File: config.mk
export PLATFORM = sky130hd
export DESIGN_NAME = hazard_stall_unit
export DESIGN_NICKNAME = d
export VERILOG_FILES = /design/src/rtl/hazard_stall_unit.sv
export SDC_FILE = /design/constraint.sdc
export NUM_CORES = 1
export LEC_CHECK = 0
export BUFFER_PORTS_ARGS = -buffer_cell sky130_fd_sc_hd__buf_2
export CORE_MARGIN = 4
export CORE_UTILIZATION = 45
export CTS_CLUSTER_DIAMETER = 60
export CTS_CLUSTER_SIZE = 25
export DETAILED_ROUTE_END_ITERATION = 7
export PLACE_DENSITY = 0.78
export RECOVER_POWER = 25
export SLEW_MARGIN = 20
export SYNTH_ARGS = -nofsm -noshare
export SYNTH_HDL_FRONTEND = slang
export SYNTH_SLANG_ARGS = --single-unit
File: constraint.sdc
create_clock -name clk -period 2.1 [get_ports clk]
set_input_delay 0.21 -clock clk [delete_from_list [all_inputs] [get_ports clk]]
set_output_delay 0.21 -clock clk [all_outputs]
set_load 0.02 [all_outputs]
File: src/rtl/hazard_stall_unit.sv
// ID-stage stall generator: load-use hazards and multi-cycle mult/div interlock.
// Latency: Stall/MD_Start combinational from ID/EX fields; HiLo_Write MD_LAT-1 cycles after MD_Start.
// Backpressure: Stall holds PC and IF_ID and injects an ID_EX bubble; Flush overrides any stall.
//
// Ports:
//   clk, rst_n                   clock (rising edge), asynchronous active-low reset
//   ID_rs/ID_rt/ID_use_rs/_rt    source registers of the instruction in ID and their use flags
//   ID_MulDiv, ID_ReadHiLo       ID instruction starts mult/div, or reads HI/LO
//   EX_MemRead, EX_rt            load in EX and its destination register
//   Flush                        ID instruction squashed this cycle
//   Stall, PC_Write, IF_ID_Write, ID_EX_Bubble   pipeline hold controls
//   MD_Start, MD_Busy, HiLo_Write                mult/div sequencing strobes
//   Stall_Count                  saturating count of stall cycles since reset
module hazard_stall_unit #(
    parameter int MD_LAT = 4,
    parameter int CNT_W  = 3,
    parameter int SC_W   = 16
) (
    input  logic            clk,
    input  logic            rst_n,
    input  logic [4:0]      ID_rs,
    input  logic [4:0]      ID_rt,
    input  logic            ID_use_rs,
    input  logic            ID_use_rt,
    input  logic            ID_MulDiv,
    input  logic            ID_ReadHiLo,
    input  logic            EX_MemRead,
    input  logic [4:0]      EX_rt,
    input  logic            Flush,
    output logic            Stall,
    output logic            PC_Write,
    output logic            IF_ID_Write,
    output logic            ID_EX_Bubble,
    output logic            MD_Start,
    output logic            MD_Busy,
    output logic            HiLo_Write,
    output logic [SC_W-1:0] Stall_Count
);

    typedef enum logic [1:0] {
        IDLE = 2'd0,
        BUSY = 2'd1,
        DONE = 2'd2
    } state_t;

    // MD_Start cycle N, then BUSY for MD_LAT-2 cycles, then DONE in cycle
    // N+MD_LAT-1. The counter holds "remaining BUSY cycles minus one", so
    // BUSY exits when it reads zero. With MD_LAT==2 there is no BUSY cycle.
    localparam int              BUSY_CYC = MD_LAT - 2;
    localparam logic [CNT_W-1:0] CNT_INIT = CNT_W'((BUSY_CYC > 0) ? (BUSY_CYC - 1) : 0);

    state_t           state;
    logic [CNT_W-1:0] cnt;
    logic             load_use;
    logic             md_hz;
    logic             idle;

    assign idle = (state == IDLE);

    // A load in EX can only be covered by MEM forwarding one cycle later,
    // so exactly one bubble is needed. $zero is never a real dependency.
    always_comb begin
        load_use = 1'b0;
        if (EX_MemRead && (EX_rt != 5'd0)) begin
            load_use = (ID_use_rs && (EX_rt == ID_rs)) ||
                       (ID_use_rt && (EX_rt == ID_rt));
        end
    end

    // Any HI/LO consumer or a second mult/div waits until the unit is IDLE,
    // including the DONE cycle in which HI/LO are still being written.
    assign md_hz = (ID_MulDiv || ID_ReadHiLo) && !idle;

    // A squashed instruction never stalls the front end.
    assign Stall        = !Flush && (load_use || md_hz);
    assign PC_Write     = !Stall;
    assign IF_ID_Write  = !Stall;
    assign ID_EX_Bubble = Stall;

    // A mult/div held back by a load-use stall simply retries next cycle.
    assign MD_Start   = ID_MulDiv && !Stall && !Flush && idle;
    assign MD_Busy    = !idle;
    assign HiLo_Write = (state == DONE);

    always_ff @(posedge clk or negedge rst_n) begin
        if (!rst_n) begin
            state <= IDLE;
            cnt   <= '0;
        end else begin
            case (state)
                IDLE: begin
                    if (MD_Start) begin
                        state <= (BUSY_CYC > 0) ? BUSY : DONE;
                        cnt   <= CNT_INIT;
                    end
                end
                BUSY: begin
                    // Flush deliberately ignored: the operation is committed.
                    if (cnt == '0) begin
                        state <= DONE;
                    end else begin
                        cnt <= cnt - 1'b1;
                    end
                end
                DONE: begin
                    state <= IDLE;
                end
                default: begin
                    state <= IDLE;
                    cnt   <= '0;
                end
            endcase
        end
    end

    always_ff @(posedge clk or negedge rst_n) begin
        if (!rst_n) begin
            Stall_Count <= '0;
        end else if (Stall && (Stall_Count != {SC_W{1'b1}})) begin
            Stall_Count <= Stall_Count + 1'b1;
        end
    end

endmodule

# Yosys cells after proc, flatten, opt, wreduce, memory -nomap -nowiden
# Index checks and enable logic that the tools add are counted.
# W data, S select, Z words.
[op_classes]
add_sub_neg = 2
multipliers = 0
div = 0
magnitude_cmp = 0
n_eq_ne = 8
n_shift = 0
muxes = 7
bitwise_logic = 1
reduce_logical = 20
[op_table]
columns = ["op", "n"]
rows = [
  ["$add A16 B1 Y16 const B", 1],
  ["$ne A16 B16 Y1 const B", 1],
  ["$eq A5 B5 Y1", 2],
  ["$logic_and A1 B1 Y1", 9],
  ["$pmux W3 S3", 1],
  ["$mux W3", 2],
  ["$ne A2 B2 Y1 const B", 3],
  ["$reduce_bool A5 Y1", 1],
  ["$mux W2", 2],
  ["$pmux W2 S2", 1],
  ["$logic_not A1 Y1", 3],
  ["$logic_not A3 Y1", 1],
  ["$logic_or A1 B1 Y1", 3],
  ["$reduce_and A3 Y1", 1],
  ["$sub A3 B1 Y3 const B", 1],
  ["$eq A2 B1 Y1 const B", 1],
  ["$eq A2 B2 Y1 const B", 1],
  ["$logic_not A2 Y1", 1],
  ["$reduce_and A2 Y1", 1],
  ["$mux W1", 1],
  ["$not A1 Y1", 1],
]
[word_totals]
regBits = 21
latch_bits = 0
ramBits = 0
rom_bits = 0
input_bits = 23
out_inout_bits = 23
wordCells = 41
memories = 0

# Logic depth before layout (Yosys ltp)
[depth]
word_depth = 12
mapped_depth = 8
depth_no_buf = 7

# Least setup slack after synthesis
# OpenSTA, ideal clock, no wires.
[synth_path]
kind = "reg2reg"
from = "reg Stall_Count[0]"
to = "reg Stall_Count[12]"
setup_ns = 0.125
arrival_ns = 1.900
setup_slack_ns = 0.076
stages_incl_launch_ff = 8
path_buffers = 0
synth_period_minus_slack_ns = 2.024
cell_sequence = "dfrtp_1 -> ha_1 -> nand2_1 -> or3_1 -> nor3b_1 -> nand2_1 -> a21oi_1 -> mux2_2"
[synth_via]
elab_chain_len = 2
word_cells_on_any_way = 3
classes_between = "1 x add/sub; 1 x eq/ne; 1 x reduce/logical"
[synth_rtl]
columns = ["item", "line", "text"]
rows = [
  ["from (decl)", "37", "output logic [SC_W-1:0] Stall_Count"],
  ["from (signal assigned)", "120", "Stall_Count <= Stall_Count + 1'b1;"],
  ["parallel branches: the longest is 2 deep, another holds $add A16 B1 Y16", "--", ""],
]
# Parallel ways; which one is timed is not known.
# A chain may end at the register's enable or synchronous reset.

# Final worst setup path
# Ends and elaborated chain as after synthesis.

==> run_results.csv <==
group,metric,value,unit
cells_and_area,post-route-util,58.6,%
worst_setup_path,cp.arrival,2170,ps
cells_and_area,drive_gt1_share,42.5,%
power,ir_worst_vdd,0.000676,V
die,die_height,61.6,um
yosys,synth_top_family_by_area,"simple AND/OR/NAND/NOR gates",
yosys,muxShareOfSynthArea,3.78,%
timing,finClkSkew,2.46,ps
yosys,synth-compound-area-share,7.55,%
grt,antenna_found_initial,0,
power,switching_share,41.9,%
clock_network,h-tree-depth,1,
place,place_area,1540,um^2
yosys,ys.flop_type,"dfrtp_1",
detailed_routing,vias,1113,
detailed_routing,drtPass1Iterations,4,
yosys,synth_most_common_cell,"dfrtp_1",
timing,finalCritPeriodShare,93.5,%
detailed_routing,postRouteAntennaNets,0,
hold_path,hold_path_class,"in -> reg",
clock_network,clk_latency,300,ps
grt,grt_pass1_vias,1148,
timing,tightest_slew,1100,ps
yosys,synthCells,128,
yosys,synthesis.nets,154,
power,seqPwrFrac,39.2,%
yosys,synth_cell_types,37,
worst_setup_path,crit_top_cell,"nand2_1",
yosys,syn_area_per_cell,10.1,um^2
die,core_area,2760,um^2
timing,drv_slew,0,
clock_network,clkSinkCount,21,
yosys,netlist_area,1290,um^2
grt,grt_usage,16.8,%
run_status,status,"finished clean",
power,p_clk_share,12.8,%
yosys,yosysWarningCount,0,
power,comb_power_share,48.0,%
yosys,synth_top_cells_by_count,"dfrtp_1, xnor2_1, nand2_1",
die,io_pins,46,
power,p_int,865,uW
die,start_util,46.9,%
yosys,synth_top_area_share,40.7,%
place,post-dp-hpwl,2320,um
timing,min_period,1960,ps
grt,grt_pass1_wl,4800,um
detailed_routing,wirelength,2910,um
worst_setup_path,cp_max_fo,5,
worst_setup_path,end_kind,"register",
grt,grt_max_degree,22,
yosys,yosys.area_share.simple,24.1,%
yosys,synth_edf_count,0,
cells_and_area,fin_area,1620,um^2
die,die_width,61.6,um
die,rows,19,
cells_and_area,area_growth,25.0,%
detailed_routing,maxUsedRoutingLayer,"met4",
place,gp_congestion,0.821,
detailed_routing,met2_wirelength,1460,um
power,p_switching,624,uW
yosys,yosysTopAreaCell,"dfrtp_1",
worst_setup_path,cp_cell_sequence,"ha_2, nand2_1, or3_1, nor3b_2, nand2_1, a21oi_1, mux2_2",
worst_setup_path,crit_slowest_cell,"or3_1",
yosys,synth_xor_area_share,16.3,%
worst_setup_path,cp.required,2300,ps
detailed_routing,post_drt_via_cell_ratio,5.30,
power,p_per_area,922,nW/um^2
yosys,asyncSetResetFlopFracSynth,100,%
clock_network,cts_tree,"built",
place,io_buffer_count,45,
yosys,synth_fa_ha_area_share,2.90,%
detailed_routing,wl_met1,1130,um
yosys,synth-seq-area-share,40.7,%
timing,hold_violations,0,
worst_setup_path,crit_path_start_kind,"register",
yosys,synth_top_cells_by_area,"dfrtp_1, xnor2_1, xor2_1",
detailed_routing,drc,0,
clock_network,root_buffer,"clkbuf_4",
power,p_leak,0.000810,uW
worst_setup_path,r2r_slack,140,ps
clock_network,cts-buffers-inserted,3,
detailed_routing,drt-initial-drc-count,27,
detailed_routing,wl_met3,268,um
yosys,synth-seq-cells,21,
timing,setup_viol,0,
die,die_area,3790,um^2
worst_setup_path,slowest_delay,410,ps
clock_network,clkTransAtPathRegs,110,ps
timing,fmax,509,MHz
grt,grt-ovfl-total,0,
cells_and_area,layout.nets,206,
timing,slew_headroom,26.4,%
cells_and_area,num_antenna_cells,0,
detailed_routing,wl_per_cell,13.8,um
worst_setup_path,critPathKind,"reg -> reg",
timing,hold_slack,307,ps
clock_network,clock_path_buffers,2,
job,maxCapViolCount,0,
## state kept, by name, indices dropped and copies added, names as in the netlist
name         count
Stall_Count     16
cnt              3
state            2
## worst max-delay path, delay by kind of cell, from the launching register on
kind                     cells  cell delay [ps]
AND/OR/NAND/NOR              4              740
flip-flops                   1              390
multiplexers                 1              350
adder cells (fa/ha/maj)      1              230
AO/OA/AOI/OAI                1              150
## what timing repair did
item                                    4_1_cts  5_1_grt
gates resized for setup                       1        3
hold buffers                                  1        0
hold endpoints to repair                     21        0
setup buffers                                 0        3
endpoints found under the setup margin        1       12
## area by class of cell
type                            instances  area [um^2]
Fill cell                             241         1140
Multi-Input combinational cell         95          724
Sequential cell                        21          526
Timing Repair Buffer                   50          264
Tap cell                               31         38.8
Inverter                                9         35.0
Clock buffer                            3         22.5
Clock inverter                          1         5.00
## metal layers
layer  vias to the layer above  GRT usage (%)
met5                         -              0
met4                         0           6.36
met1                       518           18.8
li1                        547              -
met3                         5           3.14
met2                        43           31.2
## logic make-up (layout without fill, tap and decap cells)
kind of cell / after synthesis / in the layout
buf+inv: 12 / 63
simple gates: 52 / 52
xor+xnor: 24 / 24
fa+ha+maj: 3 / 3
compound gates: 12 / 12
mux: 4 / 4
flops: 21 / 21
## power by group through the flow
stage               sequential (uW)  clock, uW  combinational (uW)
global route                    602        214                 792
floorplan                       637          0                 434
global placement                590          0                 629
detailed placement              600          0                 655
finish                          584        191                 714
CTS                             592        196                 659
## cells in the final DEF, fill, tap and decap left out, types with 2 or more instances in the layout
cell type | Yosys | routed
a21oi_1 | 3 | 3
buf_2 | 0 | 44
buf_4 | 2 | 4
clkbuf_4 | 0 | 3
clkinv_2 | 1 | 2
dfrtp_1 | 21 | 21
ha_1 | 3 | 2
inv_1 | 8 | 8
mux2_2 | 3 | 3
nand2_1 | 13 | 13
nand3_1 | 6 | 6
nand4_1 | 4 | 4
nor2_1 | 7 | 7
nor3_1 | 3 | 3
nor3_2 | 4 | 4
nor4_2 | 1 | 2
o21ai_2 | 2 | 2
or3_1 | 2 | 2
or4_1 | 2 | 2
xnor2_1 | 14 | 14
xor2_1 | 10 | 10
## per-stage QoR
stage / total power [uW] / worst slack, ps / std cells / setup TNS [ps]
2_1_floorplan: 1070 / 75.7 / 128 / 0
3_3_place_gp: 1220 / 161 / 202 / 0
5_1_grt: 1610 / -25.8 / 210 / -25.8
6_report: 1490 / 137 / 210 / 0
4_1_cts: 1450 / 38.6 / 207 / 0
3_5_place_dp: 1250 / 72.4 / 202 / 0
## path summary, 6_finish.rpt
check / startpoint / end / depth (start not counted)
min reg2reg: Stall_Count[8] / Stall_Count[8] / 1
max in group asynchronous: rst_n / cnt[1] / 2
max reg2reg: Stall_Count[0] / Stall_Count[12] / 7
min: Flush / Stall_Count[2] / 4
min in group asynchronous: rst_n / Stall_Count[8] / 2
max: Stall_Count[0] / Stall_Count[12] / 7
Power figures use the tool's default switching activity.
